[config.mk]
export PLATFORM = sky130hd
export DESIGN_NAME = datapath_unit
export DESIGN_NICKNAME = d
export VERILOG_FILES = /design/src/rtl/datapath_pkg.sv /design/src/rtl/datapath_unit_register_file.sv /design/src/rtl/datapath_unit.sv
export SDC_FILE = /design/constraint.sdc
export NUM_CORES = 2
export LEC_CHECK = 0
export BUFFER_PORTS_ARGS = -buffer_cell sky130_fd_sc_hd__buf_4
export CORE_MARGIN = 2
export CORE_UTILIZATION = 63
export DETAILED_ROUTE_END_ITERATION = 8
export PLACE_DENSITY = 0.8
export RECOVER_POWER = 25
export SYNTH_ARGS = -nofsm -noshare
export SYNTH_HDL_FRONTEND = slang
export SYNTH_HIERARCHICAL = 1
export SYNTH_SLANG_ARGS = --single-unit
[constraint.sdc]
create_clock -name clk -period 20.3 [get_ports clk]
set_input_delay 0 -clock clk [delete_from_list [all_inputs] [get_ports clk]]
set_output_delay 0 -clock clk [all_outputs]
set_load 0.005 [all_outputs]
[src/rtl/datapath_pkg.sv]
// Shared definitions for the execution datapath: ALU operation encodings and the
// native word type.
package datapath_pkg;

    localparam int WORD_W = 16;

    typedef logic [WORD_W-1:0] word_t;

    localparam logic [2:0] ALU_PASS = 3'b000;
    localparam logic [2:0] ALU_ADD  = 3'b001;
    localparam logic [2:0] ALU_SUB  = 3'b010;
    localparam logic [2:0] ALU_AND  = 3'b011;
    localparam logic [2:0] ALU_OR   = 3'b100;

endpackage

[src/rtl/datapath_unit_register_file.sv]
// Register file for the datapath.
// It has two combinational read ports and one synchronous write port.
// An active-low synchronous clear wins over a write on the same edge.
// Reads of the entry being written return the old value until the edge; there is
// no bypass.
module register_file
    import datapath_pkg::*;
#(
    parameter int DATA_W = WORD_W,
    parameter int AW     = 4
) (
    input  logic              clk,
    input  logic              Reset,
    input  logic              w_en,
    input  logic [AW-1:0]     w_addr,
    input  logic [DATA_W-1:0] w_data,
    input  logic [AW-1:0]     ra_addr,
    input  logic [AW-1:0]     rb_addr,
    output logic [DATA_W-1:0] ra_data,
    output logic [DATA_W-1:0] rb_data
);

    localparam int DEPTH = 2 ** AW;

    logic [DATA_W-1:0] regs_q [DEPTH];
    logic [DATA_W-1:0] regs_d [DEPTH];

    // Next register contents: clear everything in reset, otherwise apply the write.
    always_comb begin
        regs_d = regs_q;
        if (!Reset) begin
            for (int i = 0; i < DEPTH; i++) begin
                regs_d[i] = '0;
            end
        end else if (w_en) begin
            regs_d[w_addr] = w_data;
        end
    end

    // Register storage update.
    always_ff @(posedge clk) begin
        regs_q <= regs_d;
    end

    assign ra_data = regs_q[ra_addr];
    assign rb_data = regs_q[rb_addr];

endmodule

[src/rtl/datapath_unit.sv]
// Execution datapath: register file, synchronous-read data RAM, ALU and write-back mux.
// The control FSM drives the control inputs each cycle.
// Optional feature macro: DATAPATH_ALU_FLAGS_EN enables the {Z,N,C,V} status
// register. Without it, flags is tied to zero.
module datapath_unit
    import datapath_pkg::*;
#(
    parameter int    DATA_W       = WORD_W,
    parameter int    RF_AW        = 4,
    parameter int    DM_AW        = 8,
    parameter string DM_INIT_FILE = ""
) (
    input  logic              clk,
    input  logic              Reset,
    input  logic [DM_AW-1:0]  D_addr,
    input  logic              D_wr,
    input  logic              RF_s,
    input  logic [RF_AW-1:0]  RF_W_addr,
    input  logic              RF_W_en,
    input  logic [RF_AW-1:0]  RF_Ra_addr,
    input  logic [RF_AW-1:0]  RF_Rb_addr,
    input  logic [2:0]        ALU_s0,
    output logic [DATA_W-1:0] Ra_data,
    output logic [DATA_W-1:0] Rb_data,
    output logic [DATA_W-1:0] ALU_Q,
    output logic [DATA_W-1:0] D_rdata,
    output logic [DATA_W-1:0] W_data,
    output logic [3:0]        flags
);

    localparam int DM_DEPTH = 2 ** DM_AW;

    logic [DATA_W-1:0] mem_q [DM_DEPTH];
    logic [DATA_W-1:0] d_rdata_q;
    logic [DATA_W-1:0] d_rdata_d;
    logic              mem_we_d;

    register_file #(
        .DATA_W (DATA_W),
        .AW     (RF_AW)
    ) u_rf (
        .clk     (clk),
        .Reset   (Reset),
        .w_en    (RF_W_en),
        .w_addr  (RF_W_addr),
        .w_data  (W_data),
        .ra_addr (RF_Ra_addr),
        .rb_addr (RF_Rb_addr),
        .ra_data (Ra_data),
        .rb_data (Rb_data)
    );

    // ALU: wraps modulo 2**DATA_W; unused encodings produce zero.
    always_comb begin
        ALU_Q = '0;
        case (ALU_s0)
            ALU_PASS: ALU_Q = Ra_data;
            ALU_ADD:  ALU_Q = Ra_data + Rb_data;
            ALU_SUB:  ALU_Q = Ra_data - Rb_data;
            ALU_AND:  ALU_Q = Ra_data & Rb_data;
            ALU_OR:   ALU_Q = Ra_data | Rb_data;
            default:  ALU_Q = '0;
        endcase
    end

    assign W_data = RF_s ? D_rdata : ALU_Q;

    // RAM read is read-first, and reset forces the read register to zero and blocks writes.
    always_comb begin
        mem_we_d  = D_wr && Reset;
        d_rdata_d = Reset ? mem_q[D_addr] : '0;
    end

    // RAM array write and registered read data.
    always_ff @(posedge clk) begin
        if (mem_we_d) begin
            mem_q[D_addr] <= Ra_data;
        end
        d_rdata_q <= d_rdata_d;
    end

    assign D_rdata = d_rdata_q;

`ifdef DATAPATH_ALU_FLAGS_EN
    logic [3:0]      flags_q;
    logic [3:0]      flags_d;
    logic [DATA_W:0] add_wide;
    logic            sign_a;
    logic            sign_b;
    logic            sign_q;

    // Status flags track ALU results that are written back to the register file.
    always_comb begin
        flags_d  = flags_q;
        add_wide = {1'b0, Ra_data} + {1'b0, Rb_data};
        sign_a   = Ra_data[DATA_W-1];
        sign_b   = Rb_data[DATA_W-1];
        sign_q   = ALU_Q[DATA_W-1];
        if (RF_W_en && !RF_s) begin
            flags_d[3] = (ALU_Q == '0);
            flags_d[2] = sign_q;
            flags_d[1] = 1'b0;
            flags_d[0] = 1'b0;
            if (ALU_s0 == ALU_ADD) begin
                flags_d[1] = add_wide[DATA_W];
                flags_d[0] = (sign_a == sign_b) && (sign_q != sign_a);
            end else if (ALU_s0 == ALU_SUB) begin
                flags_d[1] = (Ra_data < Rb_data);
                flags_d[0] = (sign_a != sign_b) && (sign_q != sign_a);
            end
        end
    end

    // Status register with synchronous clear.
    always_ff @(posedge clk) begin
        if (!Reset) begin
            flags_q <= '0;
        end else begin
            flags_q <= flags_d;
        end
    end

    assign flags = flags_q;
`else
    assign flags = 4'b0000;
`endif

endmodule

==> reports/qor.yml <==
grt_remaining_overflow: 0
die-area_sq_mm: 0.279
dpl_cell_area_sq_mm: 0.180
finalHoldViolations: 0
vias: 98646
critPathMostFrequentCell: "clkbuf_1"
yosys_most_used_dff: "edfxtp_1"
arrival_ns: 11.39
synth-edff-count: 4096
crit_type: "primary input to output pin"
p_total_mw: 18.5
fp.coreArea_sq_mm: 0.274
fin_cells: 12867
p_leak_nw: 58.0
synth_top_area_share: 0.709
root_buffer: "clkbuf_16"
antenna_found_initial: 41
grt_max_degree: 241
min_path_type: "primary input to register"
cts-resized-gates: 0
critical_path_buf_inv_count: 4
dp_cells: 12047
place_hpwl_mm: 293
worstPathMaxFanout: 76
crit_family: "buffers and inverters"
drc_errors: 0
yosys.area.top_type: "edfxtp_1"
port_buffers: 107
worst_ep_required_time_ns: 20.30
period_share: 0.561
drt-total-wl_mm: 535
synth.top_cells.by_area: "edfxtp_1 71%, mux4_2 15%, dfxtp_1 3.1%"
slew_headroom: -2.87
nNetsFinal: 8949
drtPass1Iterations: 8
async_reset_ff_frac: 0
multi_input_area_sq_mm: 0.0423
first_global_vias: 97015
areaGrowthSynthToFinish_pct: 11.4
clock_latency_ns: 0.99
maxCapViolations: 40
cts_made_buffers: 418
die_y_microns: 529
syn_area_sq_mm: 0.173
synthDistinctLibCells: 89
violations: "capacitance limit, slew limit"
cpMaxStageDelayCell: "clkbuf_1"
tightest_slew_ns: 5.80
grt_use_total: 0.384
hold_depth: 4
timing.final.crit_period_ns: 11.39
num_rows: 192
setup_tns_ns: 0
clock_path_buffers: 4
h-tree-depth: 5
num-fill-cells: 15048
yosys_warnings: 6
ys_seq_elements: 4368
synth_seq_area_share: 0.741
initial_core_util: 0.634
avgSynthCellArea_sq_um: 20.3
slowest_delay_ns: 3.10
drtIter0Drc: 18851
synth_commonest_cells: "4096 x edfxtp_1, 1173 x mux4_2, 326 x nand3_1"
status: "finished with violations"
netlist_instances: 8551
fin_util: 0.706
ios: 112
place.gp.congestion: 0.947
vias_per_cell: 7.67
cts_tree: "built"
cp_num_cells: 15
startpoint_type: "primary input"
grt_setup_unrepaired: "no"
die_w_microns: 529
reg2reg_depth: 16
crit_path_end_kind: "output pin"
synth.most_common_cell: "edfxtp_1"
clk_pin_slew_ns: 0.06
routedWlPerCell_microns: 41.6
cts.sinks: 4368
setup_violations: 0
crit_chain: "clkbuf_1 > clkbuf_1 > mux4_1 > a22oi_1 > nand2_4 > clkbuf_1 > ha_1 > nand2_1 > or3b_2 > o21ai_0 > a31oi_1 > xor2_1 > a32oi_1 > a31oi_2 > buf_4"
drive_gt1_frac: 0.258
seqCellArea_sq_mm: 0.128
ant_nets: 0
maxSlewViolCount: 2319
irDropWorstVdd_v: 0.0000967
fmax_mhz: 87.8
finalInstanceArea_sq_mm: 0.193
grt_pass1_wl_mm: 746
power_density_mw_per_mm2: 95.6
skew_ns: 0.0607
-- timing repair --
action                     CTS  global route
hold buffers                19             0
buffers inserted             0             0
hold endpoints to repair   270             0
setup endpoints to repair    0             0
-- flip-flops by register name, indices dropped and copies added (netlist names) --
| register | flops |
|---|---|
| mem_q | 4096 |
| u_rf/regs_q | 256 |
| D_rdata | 16 |
-- cell families (layout without fill, tap and decap cells) --
| family | count (synthesis) | after routing | synth area share |
|---|---|---|---|
| AOI/OAI and AO/OA | 1185 | 1185 | 0.0467 |
| xor gates and xnor gates | 23 | 23 | 0.00116 |
| adders and majority gates | 19 | 19 | 0.00141 |
| buffers and inverters | 639 | 1325 | 0.0182 |
| DFF | 4368 | 4368 | 0.741 |
| muxes | 1347 | 1347 | 0.166 |
| other | 1 | 42 | 0.0000216 |
| and+or+nand+nor | 969 | 969 | 0.0258 |
-- cells in the final DEF (no fill, tap or decap), types with 20 or more instances in the layout --
cell type and count:
a21oi_1 97, o21ai_0 302, mux2i_1 117, diode_2 38, a21boi_1 22, mux2_2 20, clkbuf_4 27, bufinv_16 41
mux4_2 1173, buf_4 435, nor3_1 33, edfxtp_1 4096, clkbuf_16 421, clkbuf_1 140, a22oi_1 239, nor2_2 45
dfxtp_1 272, nand2_1 161, a22o_1 50, a221oi_1 49, mux4_1 34, nand3_1 323, clkinv_2 71, nor2_1 254
nor3_2 20, clkinv_1 89, nand4_1 24, a21boi_0 235, o22ai_1 30
-- final cells by class --
class	count	area share
diodes	38	0.000492
clock buffers	520	0.0568
inverters	18	0.000395
multi-input cells	3547	0.219
well taps	3589	0.0232
flip-flops and latches	4368	0.665
clock inverters	238	0.0133
repair buffers	549	0.0218
-- metal layers --
layer,GRT usage,part of all wire
met5,0,0.00062
met4,0.221,0.076
met3,0.148,0.17
met2,0.572,0.45
met1,0.487,0.31
-- stage by stage --
step	hold WS (ns)	setup WS (ns)
after detailed placement	0.377	13.67
after global placement	0.369	13.71
after CTS	0.0374	14.02
after global routing	0.0900	8.18
final	0.124	8.91
after floorplan	0.0759	13.22
-- worst reg2reg max path, delay by kind of cell (launching register included) --
kind                     cells  cell delay, ns
flip-flops                   1            0.38
adder cells (fa/ha/maj)      1            0.67
XOR/XNOR                     1            0.30
buffers and inverters        3            4.44
multiplexers                 1            0.27
AND/OR/NAND/NOR              4            2.34
AO/OA/AOI/OAI                6            1.62
-- final timing paths --
path / slack [ns] / endpoint / startpoint
max reg2reg: 10.22 / u_rf/regs_q[30] / u_rf/regs_q[17]
min: 0.12 / D_rdata[10] / D_addr[2]
max: 8.91 / W_data[13] / RF_Ra_addr[0]
min reg2reg: 0.50 / u_rf/regs_q[98] / u_rf/regs_q[98]
-- power breakdown --
part           switching, mW  total [mW]  leakage [nW]  internal [mW]
Clock                   3.47        7.85          6.59           4.38
Combinational          0.580       0.865          14.2          0.285
Sequential            0.0233        9.75          37.2           9.73
(Power assumes the default switching activity.)
